`src/rtl/mac_dot_ctrl.sv`:
```
// Dot-product sequencer for a pipelined 16x16 multiply-accumulate datapath.
// It clears the MAC, streams N operand pairs into it, drains the pipeline and returns the sum.
//
// state   | meaning
// S_IDLE  | waiting for a command, cmd_ready high
// S_CLR   | mac_clr held for CLR_CYC cycles to flush product and accumulator
// S_RUN   | accepting operand pairs, in_ready high
// S_DRAIN | zeros fed while the last pair propagates to mac_acc
// S_DONE  | result presented until accepted
module mac_dot_ctrl #(
    parameter int PIPE_LAT = 2,
    parameter int CLR_CYC  = 2,
    parameter int LEN_W    = 16
) (
    input  logic             clk,
    input  logic             reset,
    input  logic             cmd_valid,
    output logic             cmd_ready,
    input  logic [LEN_W-1:0] cmd_len,
    input  logic             in_valid,
    output logic             in_ready,
    input  logic [15:0]      in_a,
    input  logic [15:0]      in_b,
    output logic [15:0]      mac_a,
    output logic [15:0]      mac_b,
    output logic             mac_clr,
    input  logic [37:0]      mac_acc,
    output logic             res_valid,
    input  logic             res_ready,
    output logic [37:0]      res_data,
    output logic             busy
);

    localparam int TMR_W = 4;

    typedef enum logic [2:0] {
        S_IDLE  = 3'd0,
        S_CLR   = 3'd1,
        S_RUN   = 3'd2,
        S_DRAIN = 3'd3,
        S_DONE  = 3'd4
    } state_t;

    state_t             state_q;
    logic [LEN_W-1:0]   len_q;
    logic [LEN_W-1:0]   cnt_q;
    logic [LEN_W-1:0]   cnt_d;
    logic [TMR_W-1:0]   tmr_q;
    logic [15:0]        mac_a_q;
    logic [15:0]        mac_b_q;
    logic               res_valid_q;
    logic [37:0]        res_data_q;

    logic               cmd_fire;
    logic               in_fire;
    logic               res_fire;
    logic               tmr_done;

    assign cmd_fire = cmd_valid && (state_q == S_IDLE);
    assign in_fire  = in_valid && (state_q == S_RUN);
    assign res_fire = res_valid_q && res_ready;
    assign tmr_done = (tmr_q == '0);
    assign cnt_d    = cnt_q + 1'b1;

    always_ff @(posedge clk) begin
        if (reset) begin
            state_q     <= S_IDLE;
            len_q       <= '0;
            cnt_q       <= '0;
            tmr_q       <= '0;
            mac_a_q     <= '0;
            mac_b_q     <= '0;
            res_valid_q <= 1'b0;
            res_data_q  <= '0;
        end else begin
            // Any cycle without an accepted pair feeds zeros, so the accumulator is stall-safe.
            mac_a_q <= '0;
            mac_b_q <= '0;
            case (state_q)
                S_IDLE: begin
                    if (cmd_fire) begin
                        len_q   <= cmd_len;
                        cnt_q   <= '0;
                        tmr_q   <= TMR_W'(CLR_CYC - 1);
                        state_q <= S_CLR;
                    end
                end
                S_CLR: begin
                    if (tmr_done) begin
                        if (len_q == '0) begin
                            tmr_q   <= TMR_W'(PIPE_LAT);
                            state_q <= S_DRAIN;
                        end else begin
                            state_q <= S_RUN;
                        end
                    end else begin
                        tmr_q <= tmr_q - 1'b1;
                    end
                end
                S_RUN: begin
                    if (in_fire) begin
                        mac_a_q <= in_a;
                        mac_b_q <= in_b;
                        cnt_q   <= cnt_d;
                        if (cnt_d == len_q) begin
                            tmr_q   <= TMR_W'(PIPE_LAT);
                            state_q <= S_DRAIN;
                        end
                    end
                end
                S_DRAIN: begin
                    // The last pair sits on mac_a/mac_b in the first drain cycle.
                    if (tmr_done) begin
                        res_data_q  <= mac_acc;
                        res_valid_q <= 1'b1;
                        state_q     <= S_DONE;
                    end else begin
                        tmr_q <= tmr_q - 1'b1;
                    end
                end
                S_DONE: begin
                    if (res_fire) begin
                        res_valid_q <= 1'b0;
                        state_q     <= S_IDLE;
                    end
                end
                default: begin
                    state_q <= S_IDLE;
                end
            endcase
        end
    end

    assign cmd_ready = (state_q == S_IDLE);
    assign in_ready  = (state_q == S_RUN);
    assign busy      = (state_q != S_IDLE);
    assign mac_clr   = reset || (state_q == S_CLR);
    assign mac_a     = mac_a_q;
    assign mac_b     = mac_b_q;
    assign res_valid = res_valid_q;
    assign res_data  = res_data_q;

endmodule
```
`config.mk`:
```
export PLATFORM = sky130hd
export DESIGN_NAME = mac_dot_ctrl
export DESIGN_NICKNAME = d
export VERILOG_FILES = /design/src/rtl/mac_dot_ctrl.sv
export SDC_FILE = /design/constraint.sdc
export NUM_CORES = 1
export LEC_CHECK = 0
export ABC_CLOCK_PERIOD_IN_PS = 2300
export CAP_MARGIN = 15
export CORE_MARGIN = 3
export CORE_UTILIZATION = 40
export DETAILED_ROUTE_END_ITERATION = 6
export HOLD_SLACK_MARGIN = 0.06
export PLACE_DENSITY = 0.76
export SLEW_MARGIN = 5
export SYNTH_ARGS = -nofsm -noshare
export SYNTH_HDL_FRONTEND = slang
export SYNTH_SLANG_ARGS = --single-unit
export TNS_END_PERCENT = 50
```
`constraint.sdc`:
```
create_clock -name clk -period 2.3 [get_ports clk]
set_input_delay 0.46 -clock clk [delete_from_list [all_inputs] [get_ports clk]]
set_output_delay 0.46 -clock clk [all_outputs]
set_load 0.01 [all_outputs]
```
==> results of run 1 <==
## per-layer routing
| metal | global-route usage | vias to the layer above | wire, um |
|---|---|---|---|
| li1 | - | 2277 | - |
| met3 | 0.0422 | 30 | 979 |
| met5 | 0 | - | 0 |
| met4 | 0.0689 | 0 | 298 |
| met1 | 0.255 | 2054 | 5750 |
| met2 | 0.324 | 187 | 6020 |
## where the power goes
group	switching (W)	leakage (nW)	internal (W)
logic	0.000892	1.53	0.000850
registers	0.000177	0.894	0.00208
clock network	0.000719	0.157	0.000973
## worst min-delay path: stages (launching register included)
cell     delay (ns)
dfxtp_1        0.31
nand2_1        0.05
a21oi_1        0.05
## metrics by stage
stage               TNS (ns)  hold slack (ns)  area [um^2]  std cells
CTS                        0            0.459         6830        875
global route         -0.0100            0.473         6900        879
floorplan                  0            0.447         4610        563
global placement           0            0.441         6500        859
finish                     0            0.456         6900        879
detailed placement         0            0.448         6500        859
## final cells by class
| cell class | instances | area (um^2) |
|---|---|---|
| inverters | 6 | 22.5 |
| repair buffers | 202 | 1970 |
| fillers | 944 | 4130 |
| flip-flops and latches | 110 | 2210 |
| well taps | 140 | 175 |
| multi-input cells | 405 | 2200 |
| clock buffers | 11 | 233 |
| clock inverters | 5 | 88.8 |
## registers in the layout, summed over array words and instances (netlist names)
name,count
mac_a,16
res_valid,1
tmr_q,4
len_q,16
res_data,38
state_q,3
cnt_q,16
mac_b,16
## path summary, 6_finish.rpt
check | start | to | slack [ns] | cells after the start
hold / removal | res_data[19] | res_data[19] | 0.46 | 2
setup / recovery | cnt_q[0] | tmr_q[0] | 0.07 | 9
hold reg to reg | res_data[19] | res_data[19] | 0.46 | 2
setup reg to reg | cnt_q[0] | tmr_q[0] | 0.07 | 9
## repair_timing
| action | 4_1_cts | 5_1_grt |
|---|---|---|
| setup endpoints to repair | 0 | 7 |
| gates resized for setup | 0 | 17 |
| setup buffers | 0 | 4 |
## cell families after synthesis
family	count (synthesis)	synth area share
and+or+nand+nor	260	0.269
muxes	3	0.00762
xor gates and xnor gates	19	0.0362
adders and majority gates	3	0.00817
AOI/OAI and AO/OA	120	0.149
buffers and inverters	48	0.0509
DFF	110	0.479
## cell usage in the layout, fill, tap and decap left out, drive strengths merged, types with 2 or more instances in the layout
master,Yosys,final
a21oi,75,75
a311oi,6,6
a31o,2,2
a31oi,3,3
and2,3,3
and3,36,36
and4,3,3
buf,11,38
bufinv,0,2
clkbuf,30,11
clkdlybuf4s50,0,164
dfxtp,110,110
ha,3,3
inv,6,9
mux2i,2,2
nand2,140,140
nand3,10,10
nand4,7,7
nand4b,2,2
nor2,29,29
nor2b,2,2
nor3,7,7
nor4,10,10
o211ai,2,2
o21ai,19,19
o22ai,2,2
o31ai,2,2
or3,5,5
or4,2,2
xnor2,13,13
xor2,6,6
==> impl_metrics.env, run 1 <==
export IMPL_async_reset_ff_frac=0
export IMPL_diodes=0
export IMPL_overflow=0
export IMPL_yosysSeqAreaShare=0.479
export IMPL_pre_cts_ws_ns=0.0205
export IMPL_cts_reportedPaths_clkPinSlew_ns=0.07
export IMPL_hold_viol_final=0
export IMPL_start_util=0.417
export IMPL_period_share=0.969
export IMPL_antenna_left=0
export IMPL_synth_top_area_share=0.479
export IMPL_crit_required_ns=2.53
export IMPL_synth_most_common_cell="nand2_1"
export IMPL_rsz0062_at_grt="yes"
export IMPL_synth_edff_count=0
export IMPL_fmax_ghz=0.449
export IMPL_cts_root_buf="clkbuf_16"
export IMPL_holdBufCountCts=0
export IMPL_track_usage=0.197
export IMPL_worstPathMaxFanout=6
export IMPL_final_nets=828
export IMPL_vias_per_cell=5.17
export IMPL_syn_avg_cell_area_um2=8.16
export IMPL_wl_per_cell_um=14.8
export IMPL_route_detailed_drc=0
export IMPL_status="finished clean"
export IMPL_grt_max_degree=52
export IMPL_finalMaxSlewViolations=0
export IMPL_synth_nets=657
export IMPL_power_density_nw_per_um2=825
export IMPL_synth_common_cells="nand2_1, dfxtp_1, a21oi_1"
export IMPL_slowest_delay_ns=0.39
export IMPL_grt_pass1_wl_um=20800
export IMPL_worstSkewPairLatency_ns=0.34
export IMPL_cts_made_buffers=9
export IMPL_crit_chain="buf_6 -> nand4_1 -> buf_4 -> or4_1 -> a32oi_1 -> a21oi_1 -> nor2_1 -> a21oi_2 -> mux2_4"
export IMPL_gp_congestion=0.837
export IMPL_num_vias=4548
export IMPL_dpl_hpwl_um=9400
export IMPL_grt_pass1_vias=4269
export IMPL_syn_cell_area_um2=4600
export IMPL_worst_setup_path_end_kind="flop"
export IMPL_hold_path_class="reg -> reg"
export IMPL_ys_ff_latch=110
export IMPL_tightest_slew_ns=0.467
export IMPL_core_um2=11000
export IMPL_yosysTopAreaCell="dfxtp_1"
export IMPL_final_util=0.625
export IMPL_ys_flop_type="dfxtp_1"
export IMPL_cts_sinks=110
export IMPL_drt_initial_drc_count=289
export IMPL_p_leak_nw=2.58
export IMPL_synth_cell_type_count=57
export IMPL_cp_start_kind="flop"
export IMPL_rows=38
export IMPL_dieArea_um2=12800
export IMPL_fin_crit_ns=2.23
export IMPL_dr_pass1_iters=5
export IMPL_cts_tree="built"
export IMPL_die_w_um=113
export IMPL_htree_levels=3
export IMPL_grt_antenna_before_repair=0
export IMPL_critPathBufInv=2
export IMPL_cp_arrival_ns=2.46
export IMPL_netlist_top_cells_area="dfxtp_1, nand2_1, a21oi_1"
export IMPL_drive_gt1_frac=0.106
export IMPL_finalClockSkew_ns=0.00608
export IMPL_layout_setup_ws_ns=0.0712
export IMPL_routed_wl_um=13000
export IMPL_critical_path_top_delay_family="simple AND/OR/NAND/NOR gates"
export IMPL_crit_slowest_cell="or4_1"
export IMPL_areaGrowthSynthToFinish_pct=50.1
export IMPL_portBuffers=165
export IMPL_cap_viol_max_count=0
export IMPL_vdd_drop_max_mv=0.572
export IMPL_syn_inst=563
export IMPL_clockBufferDepth=2
export IMPL_finalSetupViolations=0
export IMPL_path_class="reg -> reg"
export IMPL_finalPower_w=0.00569
export IMPL_die_y_um=113
export IMPL_synth_warnings=0
export IMPL_slew_headroom=0.689
export IMPL_ios=166
(Power assumes the default switching activity.)
==> inputs of run 2 (changes only) <==
Settings changed: SKIP_CTS_REPAIR_TIMING set to 1.
==> results of run 2 <==
Same layout as run 1: the final DEF is identical, and so are final timing and power.
